`src/rtl/fmdsp_pkg.sv`:
```
`default_nettype none
// ============================================================================
// Module   : fmdsp_pkg
// Brief    : Shared FSM state encoding and default widths for the fmdsp blocks.
// Revision : 1.0 - initial release
// ============================================================================
package fmdsp_pkg;

    localparam int c_default_width      = 8;
    localparam int c_default_shift_bits = 3;

    typedef enum logic [1:0] {
        IDLE  = 2'd0,
        SHIFT = 2'd1,
        DONE  = 2'd2
    } norm_state_t;

endpackage : fmdsp_pkg
`default_nettype wire

```
`src/rtl/barrel_shifter.sv`:
```
`default_nettype none
// ============================================================================
// Module   : barrel_shifter
// Brief    : Logarithmic zero-fill barrel shifter, direction 0 = left, 1 = right.
// Revision : 1.0 - initial release
// ============================================================================
module barrel_shifter #(
    parameter int WIDTH      = 8,
    parameter int SHIFT_BITS = 3
) (
    input  logic [WIDTH-1:0]      data_in,
    input  logic [SHIFT_BITS-1:0] shift_amount,
    input  logic                  direction,
    output logic [WIDTH-1:0]      data_out
);

    logic [WIDTH-1:0] w_lvl [0:SHIFT_BITS];

    assign w_lvl[0] = data_in;

    // Level i applies a fixed 2^i shift when bit i of the amount is set
    for (genvar i = 0; i < SHIFT_BITS; i++) begin : g_level
        assign w_lvl[i+1] = !shift_amount[i] ? w_lvl[i]
                          : (direction ? (w_lvl[i] >> (2**i)) : (w_lvl[i] << (2**i)));
    end

    assign data_out = w_lvl[SHIFT_BITS];

endmodule : barrel_shifter
`default_nettype wire

```
`src/rtl/leading_sign_normalizer.sv`:
```
`default_nettype none
// ============================================================================
// Module   : leading_sign_normalizer
// Brief    : Multi-cycle left normalizer for signed operands with shift count.
// Revision : 1.0 - initial release
// ============================================================================
module leading_sign_normalizer
    import fmdsp_pkg::*;
#(
    parameter int WIDTH      = c_default_width,
    parameter int SHIFT_BITS = c_default_shift_bits
) (
    input  logic                    clk,
    input  logic                    rst,
    input  logic                    in_valid,
    output logic                    in_ready,
    input  logic signed [WIDTH-1:0] data_in,
    output logic                    out_valid,
    input  logic                    out_ready,
    output logic signed [WIDTH-1:0] data_out,
    output logic [SHIFT_BITS-1:0]   shift_count,
    output logic                    zero
);

    localparam logic [SHIFT_BITS-1:0] c_one        = SHIFT_BITS'(1);
    localparam logic [SHIFT_BITS-1:0] c_last_stage = SHIFT_BITS'(SHIFT_BITS - 1);

    if (SHIFT_BITS != $clog2(WIDTH)) begin : g_param_check
        $error("leading_sign_normalizer: SHIFT_BITS must equal ceil(log2(WIDTH))");
    end

    norm_state_t             r_state;
    norm_state_t             w_state_nxt;
    logic [WIDTH-1:0]        r_work;
    logic [SHIFT_BITS-1:0]   r_count;
    logic [SHIFT_BITS-1:0]   r_stage;
    logic                    r_zero;

    logic [WIDTH-1:0]        w_sign_diff;
    logic [SHIFT_BITS-1:0]   w_eq;
    logic                    w_take;
    logic [SHIFT_BITS-1:0]   w_shamt;
    logic [WIDTH-1:0]        w_shifted;

    // Bits that differ from the sign bit; a stage may shift when its mask sees none
    assign w_sign_diff = r_work ^ {WIDTH{r_work[WIDTH-1]}};

    for (genvar k = 0; k < SHIFT_BITS; k++) begin : g_stage_eq
        localparam int               c_len  = (2**k) + 1;
        localparam logic [WIDTH-1:0] c_mask = ~({WIDTH{1'b1}} >> c_len);
        assign w_eq[k] = ((w_sign_diff & c_mask) == '0);
    end

    always_comb begin
        w_take = 1'b0;
        for (int k = 0; k < SHIFT_BITS; k++) begin
            if (r_stage == SHIFT_BITS'(k)) begin
                w_take = w_eq[k];
            end
        end
        w_shamt = w_take ? (c_one << r_stage) : '0;
    end

    barrel_shifter #(
        .WIDTH      (WIDTH),
        .SHIFT_BITS (SHIFT_BITS)
    ) u_shifter (
        .data_in      (r_work),
        .shift_amount (w_shamt),
        .direction    (1'b0),
        .data_out     (w_shifted)
    );

    always_ff @(posedge clk) begin
        if (rst) begin
            r_state <= IDLE;
        end else begin
            r_state <= w_state_nxt;
        end
    end

    always_comb begin
        w_state_nxt = r_state;
        in_ready    = 1'b0;
        out_valid   = 1'b0;
        case (r_state)
            IDLE: begin
                in_ready = 1'b1;
                if (in_valid) begin
                    w_state_nxt = SHIFT;
                end
            end
            SHIFT: begin
                if (r_stage == '0) begin
                    w_state_nxt = DONE;
                end
            end
            DONE: begin
                out_valid = 1'b1;
                if (out_ready) begin
                    w_state_nxt = IDLE;
                end
            end
            default: begin
                w_state_nxt = IDLE;
            end
        endcase
    end

    always_ff @(posedge clk) begin
        if (rst) begin
            r_work  <= '0;
            r_count <= '0;
            r_stage <= '0;
            r_zero  <= 1'b0;
        end else begin
            case (r_state)
                IDLE: begin
                    if (in_valid) begin
                        r_work  <= data_in;
                        r_count <= '0;
                        r_stage <= c_last_stage;
                        r_zero  <= (data_in == '0);
                    end
                end
                SHIFT: begin
                    r_work  <= w_shifted;
                    r_count <= r_count + w_shamt;
                    if (r_stage != '0) begin
                        r_stage <= r_stage - c_one;
                    end
                end
                default: begin
                end
            endcase
        end
    end

    assign data_out    = r_work;
    assign shift_count = r_count;
    assign zero        = r_zero;

endmodule : leading_sign_normalizer
`default_nettype wire

```
`config.mk`:
```
export PLATFORM = sky130hd
export DESIGN_NAME = leading_sign_normalizer
export DESIGN_NICKNAME = d
export VERILOG_FILES = /design/src/rtl/fmdsp_pkg.sv /design/src/rtl/barrel_shifter.sv /design/src/rtl/leading_sign_normalizer.sv
export SDC_FILE = /design/constraint.sdc
export NUM_CORES = 1
export LEC_CHECK = 0
export CORE_AREA = 2 2 70 72
export CTS_BUF_LIST = sky130_fd_sc_hd__clkbuf_8
export CTS_CLUSTER_DIAMETER = 80
export DETAILED_ROUTE_END_ITERATION = 10
export DIE_AREA = 0 0 72 74
export SYNTH_ARGS = -nofsm -noshare
export SYNTH_HDL_FRONTEND = slang
export SYNTH_HIERARCHICAL = 1
export SYNTH_SLANG_ARGS = --single-unit
```
`constraint.sdc`:
```
create_clock -name clk -period 3.2 [get_ports clk]
set_clock_uncertainty 0.05 [all_clocks]
set_input_delay 0.96 -clock clk [delete_from_list [all_inputs] [get_ports clk]]
set_output_delay 0.96 -clock clk [all_outputs]
set_load 0.005 [all_outputs]
```
==> metrics.cfg, run 1 <==
[grt]
grt_pass1_vias=1360
grt_pass1_wl_mm=6.755
antenna_found_initial=0
overflow=0
grt_max_degree=24
grt_use_total_pct=15.93

[yosys]
synth_edf_count=0
yosys-top-cells-count=nand2_1, nor2_1, dfxtp_1
synth_top_area_share_pct=22.91
synth_area_leader_cell=dfxtp_1
synthCells=187
yosysWarnings=6
syn-cell-area_um2=1485
synthTopCellsByArea=dfxtp_1, mux2i_1, nand2_1, nor2_1, a311oi_1
synth.most_common_cell=nand2_1
async_flop_share_pct=0
syn_area_per_cell_um2=7.942
synth_flop_cell=dfxtp_1
yosys.cell_types.count=51
ys_seq_elements=17
synth_seq_area_share_pct=22.91

[sta]
hold_violations=0
tightest_slew_ns=0.8724
slew-limit-headroom_pct=41.72
tns_ns=0
layout_setup_ws_ns=0.3452
fmax_ghz=0.3503
rsz0062_at_grt=no
final_min_period_over_clock_period_pct=89.21
hold_slack_ns=0.4189
maxSlewViolCount=0
period_needed_ns=2.855
setup_viol=0

[cells_and_area]
design_area_um2=1873
syn2layout_area_growth_pct=26.12
fin_util_pct=40.73
drive_gt1_share_pct=10.75
final_cells=268
nNetsFinal=233
n_antenna_cell=0

[min_path]
hold_path_class=flip-flop to flip-flop

[power_and_ir_drop]
ir_worst_vdd_v=0.0002690
power.density_nw_per_um2=509.7
leakagePower_nw=0.6906
power_uw=954.6

[critical_path]
end_kind=flip-flop
cp-start-kind=flip-flop
crit_type=flip-flop to flip-flop
cp.arrival_ns=2.98
required_ns=3.33
crit_fanout=5

[placement]
post-dp-hpwl_mm=2.940
port_buffers=25
gp_congestion=0.8436
pre_cts_ws_ns=0.3377
dpl-instance-area_um2=1827
place.detailed.instances=264

[clock_network]
cts-root-buf=clkbuf_8
clk_latency_ns=0.26
post_cts_buffers=0
h-tree-depth=1
hold_buffers=0
cts_tree=built
clk_path_buf_depth=2
clk_pin_slew_ns=0.07
post_cts_resized=0
cts_buffers=3
clock_sinks=17

[route]
vias_per_cell=5.481
ant_nets=0
drt-total-wl_mm=3.898
drcViolationCount=0
vias=1469
drt-initial-drc-count=78
dr.pass1.iters=4
wl_per_cell_um=14.54

[die]
die_w_um=72
dieArea_um2=5328
num_rows=25
coreArea_um2=4598
fp.dieH_um=74
pin_count=26
start_util_pct=32.30

[status]
outcome=finished, final reports clean

[flow_run]
maxCapViolCount=0

==> flip-flops by register name, summed over array words and instances (netlist names) <==
signal,flops
data_out,8
zero,1
r_stage,3
r_state,2
shift_count,3
==> where the power goes <==
part	internal [mW]	switching [mW]
clock	0.0866	0.0782
sequential	0.240	0.0404
combinational	0.248	0.261
total	0.575	0.380
==> final timing paths <==
kind         slack, ns                     from                       end  cells past startpoint
min reg2reg       0.42        zero$_SDFFE_PP0P_         zero$_SDFFE_PP0P_                      2
max               0.35  r_stage[0]$_SDFFE_PP0P_  data_out[7]$_SDFFE_PP0P_                     12
min               0.42        zero$_SDFFE_PP0P_         zero$_SDFFE_PP0P_                      2
max reg2reg       0.35  r_stage[0]$_SDFFE_PP0P_  data_out[7]$_SDFFE_PP0P_                     12
==> layer usage <==
layer  share of wire (%)  vias to the layer above  track usage, %  wire length (um)
met5                   0                        -               0                 0
met4                0.97                        0           5.451                38
met3                 4.5                        4           1.491               175
met2                  44                       39           25.00              1710
met1                  51                      681           23.03              1973
li1                    -                      745               -                 -
==> area by class of cell <==
type | instances | area (um^2)
inverters | 3 | 11.26
clock inverters | 1 | 5.005
flip-flops and latches | 17 | 340.3
multi-input cells | 155 | 1070
clock buffers | 3 | 41.29
fillers | 471 | 2725
well taps | 54 | 67.56
repair buffers | 35 | 337.8
==> placed cells by master, fill, tap and decap left out, types with 2 or more instances in the layout <==
master,Yosys,layout
a21o_1,2,2
a22o_1,2,2
mux2i_1,9,9
conb_1,1,2
clkdlybuf4s50_1,0,25
buf_4,1,9
nand2_1,23,23
o22ai_1,4,4
nand4b_1,2,2
nor2b_1,6,6
a311oi_1,9,9
o21ai_1,4,4
nand3_1,4,4
clkbuf_8,0,3
o21a_1,2,2
nand3b_1,4,4
inv_1,3,3
a211oi_1,4,4
nand2b_1,8,8
nand4_1,2,2
a21oi_1,5,5
nor2_1,22,22
nor4_1,3,3
mux2_1,5,5
a2bb2oi_1,2,2
a22oi_1,5,5
ha_1,5,5
dfxtp_1,17,17
==> kinds of logic after synthesis <==
family / synth area share [%]
AND/OR/NAND/NOR: 27.80
AO/OA/AOI/OAI: 25.44
flip-flops: 22.92
multiplexers: 12.13
buffers and inverters: 5.307
adder cells (fa/ha/maj): 5.560
other: 0.2525
XOR/XNOR: 0.5898
==> worst max-delay path, cell delays in order, from the launching register on <==
cell       delay [ns]
dfxtp_1          0.33
inv_1            0.11
ha_1             0.21
or3b_2           0.49
o22ai_4          0.20
nor2_2           0.07
nor3b_2          0.31
nor2b_1          0.26
a22oi_1          0.12
a2bb2oi_1        0.15
o22ai_1          0.15
nand2_1          0.07
a311oi_1         0.26
Note: power is estimated with default switching activity, not from simulation.
==> inputs of run 2 (changes only) <==
--- a/config.mk
+++ b/config.mk
@@ -10,6 +10,7 @@
 export CTS_CLUSTER_DIAMETER = 80
 export DETAILED_ROUTE_END_ITERATION = 10
 export DIE_AREA = 0 0 72 74
+export DONT_BUFFER_PORTS = 1
 export SYNTH_ARGS = -nofsm -noshare
 export SYNTH_HDL_FRONTEND = slang
 export SYNTH_HIERARCHICAL = 1
==> run 2 against run 1 <==
Net effect:
- wire length about the same
- final area fell by 14%
- sequential cell count is the same
- combinational power down 12%
- clock-buffer cell count unchanged
- power shrank 6.5%
- die area is the same
- setup slack lost 0.078 ns
- clock power is 3% lower
- register-to-register slack lost 0.08 ns
- sequential power hardly changed
- critical path type unchanged
- critical endpoint unchanged
==> metrics.cfg, run 2 (synthesis gave the netlist of run 1 again) <==
[min_path]
hold_path_depth=2
hold_path_class=flip-flop to flip-flop

[placement]
port_buffers=0
gp_congestion=0.9044
post-dp-hpwl_mm=2.864
pre_cts_ws_ns=0.2095

[die]
dieArea_um2=5328
fp.dieH_um=74
start_util_pct=32.30
die_w_um=72
pin_count=26
coreArea_um2=4598
num_rows=25

[clock_network]
cts-root-buf=clkbuf_8
cts_buffers=3
clock_sinks=17
cts_tree=built
hold_buffers=0
h-tree-depth=1
post_cts_buffers=0
post_cts_resized=0
clk_pin_slew_ns=0.07
clk_path_buf_depth=2
clk_latency_ns=0.25

[cells_and_area]
syn2layout_area_growth_pct=8.846
drive_gt1_share_pct=11.70
final_cell_mix=nand2_1, nor2_1, dfxtp_1
layout_commonest_cell=nand2_1
fillers=479
largest_reg_flops=8
nNetsFinal=207
n_antenna_cell=0

[route]
drcViolationCount=0
ant_nets=0
vias_per_cell=5.591
dr.pass1.iters=4
drt-total-wl_mm=3.900
vias=1353
drt-initial-drc-count=92
wl_per_cell_um=16.12

[grt]
grt_use_total_pct=15.10
overflow=0
antenna_found_initial=0
grt_max_degree=24
grt_pass1_wl_mm=6.354
grt_pass1_vias=1304

[power_and_ir_drop]
leakagePower_nw=0.5940
power.density_nw_per_um2=552.4
ir_worst_vdd_v=0.0002985

[sta]
maxSlewViolCount=0
layout_setup_ws_ns=0.2669
tightest_slew_ns=0.9004
rsz0062_at_grt=no
tns_ns=0
period_needed_ns=2.933
final_min_period_over_clock_period_pct=91.66
fmax_ghz=0.3409
hold_violations=0
setup_viol=0
slew-limit-headroom_pct=39.85

[critical_path]
cp.arrival_ns=3.04
required_ns=3.31
reg2reg_depth=13
crit_fanout=8
cp-start-kind=flip-flop
crit_type=flip-flop to flip-flop
end_kind=flip-flop

[flow_run]
maxCapViolCount=0

[status]
outcome=finished, final reports clean

==> run 2: path summary, 6_finish.rpt <==
kind                                start                  endpoint  slack, ns
hold reg to reg         zero$_SDFFE_PP0P_         zero$_SDFFE_PP0P_       0.42
setup reg to reg  r_stage[0]$_SDFFE_PP0P_  data_out[7]$_SDFFE_PP0P_       0.27
hold / removal          zero$_SDFFE_PP0P_         zero$_SDFFE_PP0P_       0.42
setup / recovery  r_stage[0]$_SDFFE_PP0P_  data_out[7]$_SDFFE_PP0P_       0.27
==> run 2: layout make-up <==
type / instances / area, um^2 / area share [%]
repair buffers: 9 / 80.08 / 4.954
multi-input cells: 155 / 1072 / 66.33
clock inverters: 1 / 3.754 / 0.2322
well taps: 54 / 67.56 / 4.180
inverters: 3 / 11.26 / 0.6966
clock buffers: 3 / 41.29 / 2.554
flip-flops and latches: 17 / 340.3 / 21.05
==> run 2: stage by stage <==
stage | power (mW) | hold slack [ns] | cell area, um^2 | utilization (%) | cells
6_report | 0.8929 | 0.4243 | 1617 | 35.16 | 242
5_1_grt | 0.9609 | 0.4670 | 1617 | 35.16 | 242
3_5_place_dp | 0.7354 | 0.4141 | 1569 | 34.12 | 238
2_1_floorplan | 0.6236 | 0.4027 | 1489 | - | 188
4_1_cts | 0.8952 | 0.4241 | 1614 | 35.10 | 242
3_3_place_gp | 0.7337 | 0.4124 | 1569 | 34.12 | 238
==> run 2: critical path, cell delays in order (launching register included) <==
cell	delay (ns)
dfxtp_1	0.34
inv_1	0.11
ha_1	0.21
or3b_2	0.49
o22ai_4	0.20
nor2_2	0.07
nor3b_2	0.22
buf_4	0.20
nor2b_2	0.20
a22oi_1	0.11
a2bb2oi_1	0.13
o22ai_1	0.19
nand2_1	0.08
a311oi_1	0.27
==> run 2: per-layer routing <==
layer  vias to the layer above  wire length (um)  global-route usage (%)
li1                        694                 -                       -
met1                       622              1900                   21.00
met2                        35              1706                   22.94
met3                         2               268                   3.659
met4                         0                24                   5.241
met5                         -                 0                       0
==> run 2: report_power, final <==
group	internal [mW]	leakage [nW]	total, mW	switching (mW)
clock network	0.0851	0.0269	0.160	0.0746
logic	0.202	0.427	0.450	0.248
registers	0.240	0.140	0.283	0.0432
==> inputs of run 3 (changes only) <==
--- a/config.mk
+++ b/config.mk
@@ -10,7 +10,6 @@
 export CTS_CLUSTER_DIAMETER = 80
 export DETAILED_ROUTE_END_ITERATION = 10
 export DIE_AREA = 0 0 72 74
-export DONT_BUFFER_PORTS = 1
 export SYNTH_ARGS = -nofsm -noshare
 export SYNTH_HDL_FRONTEND = slang
 export SYNTH_HIERARCHICAL = 1
==> results of run 3 <==
Final layout, timing and power as in run 1 (identical DEF).
==> variant 1, RTL diff (flow settings as in run 1) <==
Make the reset (`rst`) asynchronous in 2 clocked blocks.
--- a/src/rtl/leading_sign_normalizer.sv
+++ b/src/rtl/leading_sign_normalizer.sv
@@ -71,7 +71,7 @@
         .data_out     (w_shifted)
     );
 
-    always_ff @(posedge clk) begin
+    always_ff @(posedge clk or posedge rst) begin
         if (rst) begin
             r_state <= IDLE;
         end else begin
@@ -107,7 +107,7 @@
         endcase
     end
 
-    always_ff @(posedge clk) begin
+    always_ff @(posedge clk or posedge rst) begin
         if (rst) begin
             r_work  <= '0;
             r_count <= '0;
Function: differs if rst is asserted again (counterexample within 4 cycles, from zero or initial values and one cycle with rst high); with rst held inactive, the same outputs for 10 cycles.
==> variant 1 against run 1 <==
Routed wire length increased by 0.87%; hold slack gained 28 ps; sequential cell count did not move; core utilization grew 1.5 points; synthesized area grew 5.6%; final area increased by 3.6%; via count shrank 2.4%; worst setup slack better by 48 ps; power is 74% higher; critical path type unchanged.
==> variant 1: results (changes against run 1) <==
metric	value	unit	change
fin_hold_ws	447	ps	+27.7 ps
dr_wl_met2	1740	um	+1.6%
startpoint	r_stage[0]		
nets	226		-3.0%
cp_max_fo	23		+18
gp_congestion	0.899		+6.6%
layout-drive-gt1-share	0.106		-0.00120
comb_power	1.01	mW	+98%
rr_startpoint	r_stage[0]		
async_flop_share	1.00		+1.00
ys_top_cells_by_count	21 x nand2_1, 17 x dfrtp_1, 13 x o21ai_0, 10 x a22oi_1, 10 x nor2_1		
grt_pass1_wl	6620	um	-2.0%
synth-seq-area-share	0.271		+0.0422
use_met2	0.241		-0.00926
path_delay_family	compound AO/OA/AOI/OAI gates		
slowest_stage	dfrtp_1		
worstHoldStart	zero		
power.switching	0.739	mW	+95%
holdPathStages	2		unchanged
placed_area	1890	um^2	+3.7%
synth.avg_cell_area	8.57	um^2	+7.9%
leakagePower	0.745	nW	+7.9%
cp.arrival	2880	ps	-100 ps
placed_cells	257		-2.7%
synth.top_cells.by_area	dfrtp_1 27%, mux2i_1 5.1%, nand2_1 5.0%		
maxSlewHeadroom	0.540		+0.123
viasPerCell	5.49		+0.24%
ys_types	49		-3.9%
power_frac_comb	0.608		+0.074
post_drt_wl_per_cell	15.1	um	+3.6%
outcome	completed		
grt_pass1_vias	1317		-3.2%
holdPathEnd	zero		
drt_iter0_markers	96		+23%
synth-adder-area-share	0.0527		-0.00293
place_ws	358	ps	+20.1 ps
rr_endpoint	data_out[5]		
p_seq_frac	0.293		about the same
wl_met3	205	um	+17%
wl_met1	1970	um	-0.15%
slowest_delay	400	ps	-90 ps
ff2ff_path_depth	13		+1
met1_usage	0.238		+0.00749
[variant 1: cell count changes after synthesis, moves of 3 or more]
cell / run 1 / this run
dfrtp_1: 0 / 17
dfxtp_1: 17 / 0
nor2_1: 22 / 10
o21ai_0: 1 / 13
a311oi_1: 9 / 0
a22oi_1: 5 / 10
inv_1: 3 / 8
nand3_1: 4 / 1
[variant 1: area by class of cell]
cell class	instances	area [um^2]	area share
flip-flops and latches	17	425	0.219
multi-input cells	147	1060	0.548
clock buffers	3	41.3	0.0213
repair buffers	31	308	0.159
inverters	8	30.0	0.0155
well taps	54	67.6	0.0348
clock inverters	1	5.00	0.00258
[variant 1: how the worst max path moves through the flow]
stage,to,cells after the start,slack [ps]
final,data_out[5],13,390
after CTS,data_out[5],13,340
after global routing,data_out[5],12,130
after detailed placement,data_out[5],13,360
after floorplan,data_out[4],12,410
after global placement,data_out[5],12,370
==> variant 2, RTL diff (config.mk and constraints of run 1) <==
Made on the original files. Put one more register stage on the output `shift_count`, cleared by the reset. The value now appears one clock later. The other outputs are not delayed to match.
--- a/src/rtl/leading_sign_normalizer.sv
+++ b/src/rtl/leading_sign_normalizer.sv
@@ -137,7 +137,13 @@
     end
 
     assign data_out    = r_work;
-    assign shift_count = r_count;
+    always_ff @(posedge clk) begin
+        if (rst) begin
+            shift_count <= '0;
+        end else begin
+            shift_count <= r_count;
+        end
+    end
     assign zero        = r_zero;
 
 endmodule : leading_sign_normalizer
Function: changed (Yosys sat finds a counterexample within 4 cycles, from zero or initial values and one cycle with rst high).
==> variant 2 against run 1 <==
Synthesized area increased by 2.4%; count of clock-buffer cells in the layout unchanged; critical endpoint is now data_out[4]; core utilization increased by 1.4 points; power increased by 13%; sequential cell count increased by 3; critical path type unchanged; final area increased by 3.5%; routed wire length increased by 1.4%; maximum frequency increased by 0.67%; worst setup slack improved by 19 ps.
==> variant 2: results (changes against run 1) <==
metric	value	unit	change
grt_max_degree	25		+4.2%
cp.arrival	2940	ps	-40 ps
ys_top_cells_by_count	25 x nand2_1, 22 x nor2_1, 20 x dfxtp_1, 9 x nand2b_1		
met1_usage	0.223		-0.00755
ys.flop_type	dfxtp_1		
layout-drive-gt1-share	0.0917		-0.0157
use_met2	0.248		-0.00206
num_antenna_cells	0		unchanged
synth-adder-area-share	0.0543		-0.00133
muxShareOfSynthArea	0.112		-0.00947
synth-seq-area-share	0.263		+0.0340
placed_area	1870	um^2	+2.2%
synth-compound-area-share	0.231		-0.0233
nets	237		+1.7%
track_usage	0.154		-0.00496
slowest_stage	or4b_1		
placed_cells	268		+1.5%
cts.path.max_buffers	2		unchanged
ir_worst_vdd	0.000344	V	+28%
antenna_found_initial	0		unchanged
post_drt_wl_per_cell	14.5	um	-0.13%
drt_iter0_markers	128		+64%
port_buffers	25		unchanged
clockRootBuffer	clkbuf_8		
synth.top_cells.by_area	dfxtp_1 26%, nand2_1 6.2%, nor2_1 5.4%		
gp_congestion	0.836		-0.96%
cts-resized-gates	0		unchanged
clk_latency	260	ps	about the same
tightest_slew	896	ps	+23.6 ps
synthCells	192		+2.7%
min_path_type	reg2reg		
leakagePower	0.724	nW	+4.9%
final_max_slew_viol_count	0		unchanged
fillCellCount	473		+0.42%
dr.pass1.iters	4		unchanged
hpwl	2840	um	-3.5%
outcome	completed		
grt_pass1_vias	1308		-3.8%
cts_setup_buffers	0		unchanged
path_delay_family	compound AO/OA/AOI/OAI gates		
cts-htree-levels	1		unchanged
synth_xor_area_frac	0.0173		+0.0114
cp_max_fo	24		+19
ys.warnings.count	6		unchanged
numCtsBuffers	3		unchanged
place_ws	393	ps	+55.8 ps
ys_types	47		-7.8%
largest_register_ffs	8		unchanged
grtUsageMet3	0.0176		+0.00271
vias	1459		-0.68%
wl	3950	um	+1.4%
grt_pass1_wl	6550	um	-3.1%
slowest_delay	460	ps	-30 ps
-- variant 2: changes by cell type in the layout (fill, tap and decap cells not counted), sizes merged, moves of 2 or more --
cell,before,now
nand4,2,0
nand2,23,25
nand3b,4,2
xnor2,0,2
nor3,1,3
dfxtp,17,20
-- variant 2: where the power goes --
group	internal [mW]	switching, mW
Clock	0.167	0.0830
Combinational	0.245	0.270
Sequential	0.278	0.0323
Total	0.690	0.385
-- variant 2: cells by family (layout without fill, tap and decap cells) --
family,after synthesis,count (layout)
multiplexers,15,15
adder cells (fa/ha/maj),6,6
AND/OR/NAND/NOR,83,83
flip-flops,20,20
buffers and inverters,17,42
other,1,2
AO/OA/AOI/OAI,47,47
XOR/XNOR,3,3
-- variant 2: final timing paths --
check                  start     endpoint  slack (ps)  depth (start not counted)
setup reg to reg  r_stage[0]  data_out[4]         360                         13
hold reg to reg         zero         zero         430                          2
setup / recovery  r_stage[0]  data_out[4]         360                         13
hold / removal          zero         zero         430                          2
-- variant 2: metal layers --
| metal | routed length (um) | share of wire | vias up |
|---|---|---|---|
| met5 | 0 | 0 | - |
| met4 | 0 | 0 | 0 |
| met3 | 133 | 0.034 | 0 |
| met2 | 1850 | 0.47 | 39 |
| met1 | 1970 | 0.50 | 671 |
| li1 | - | - | 749 |
-- variant 2: layout make-up --
cell class / instances / area, um^2 / share of cell area
Multi-Input combinational cell: 156 / 1050 / 0.544
Clock buffer: 3 / 41.3 / 0.0213
Tap cell: 54 / 67.6 / 0.0349
Clock inverter: 1 / 30.0 / 0.0155
Sequential cell: 20 / 400 / 0.207
Timing Repair Buffer: 34 / 330 / 0.170
Inverter: 4 / 15.0 / 0.00775
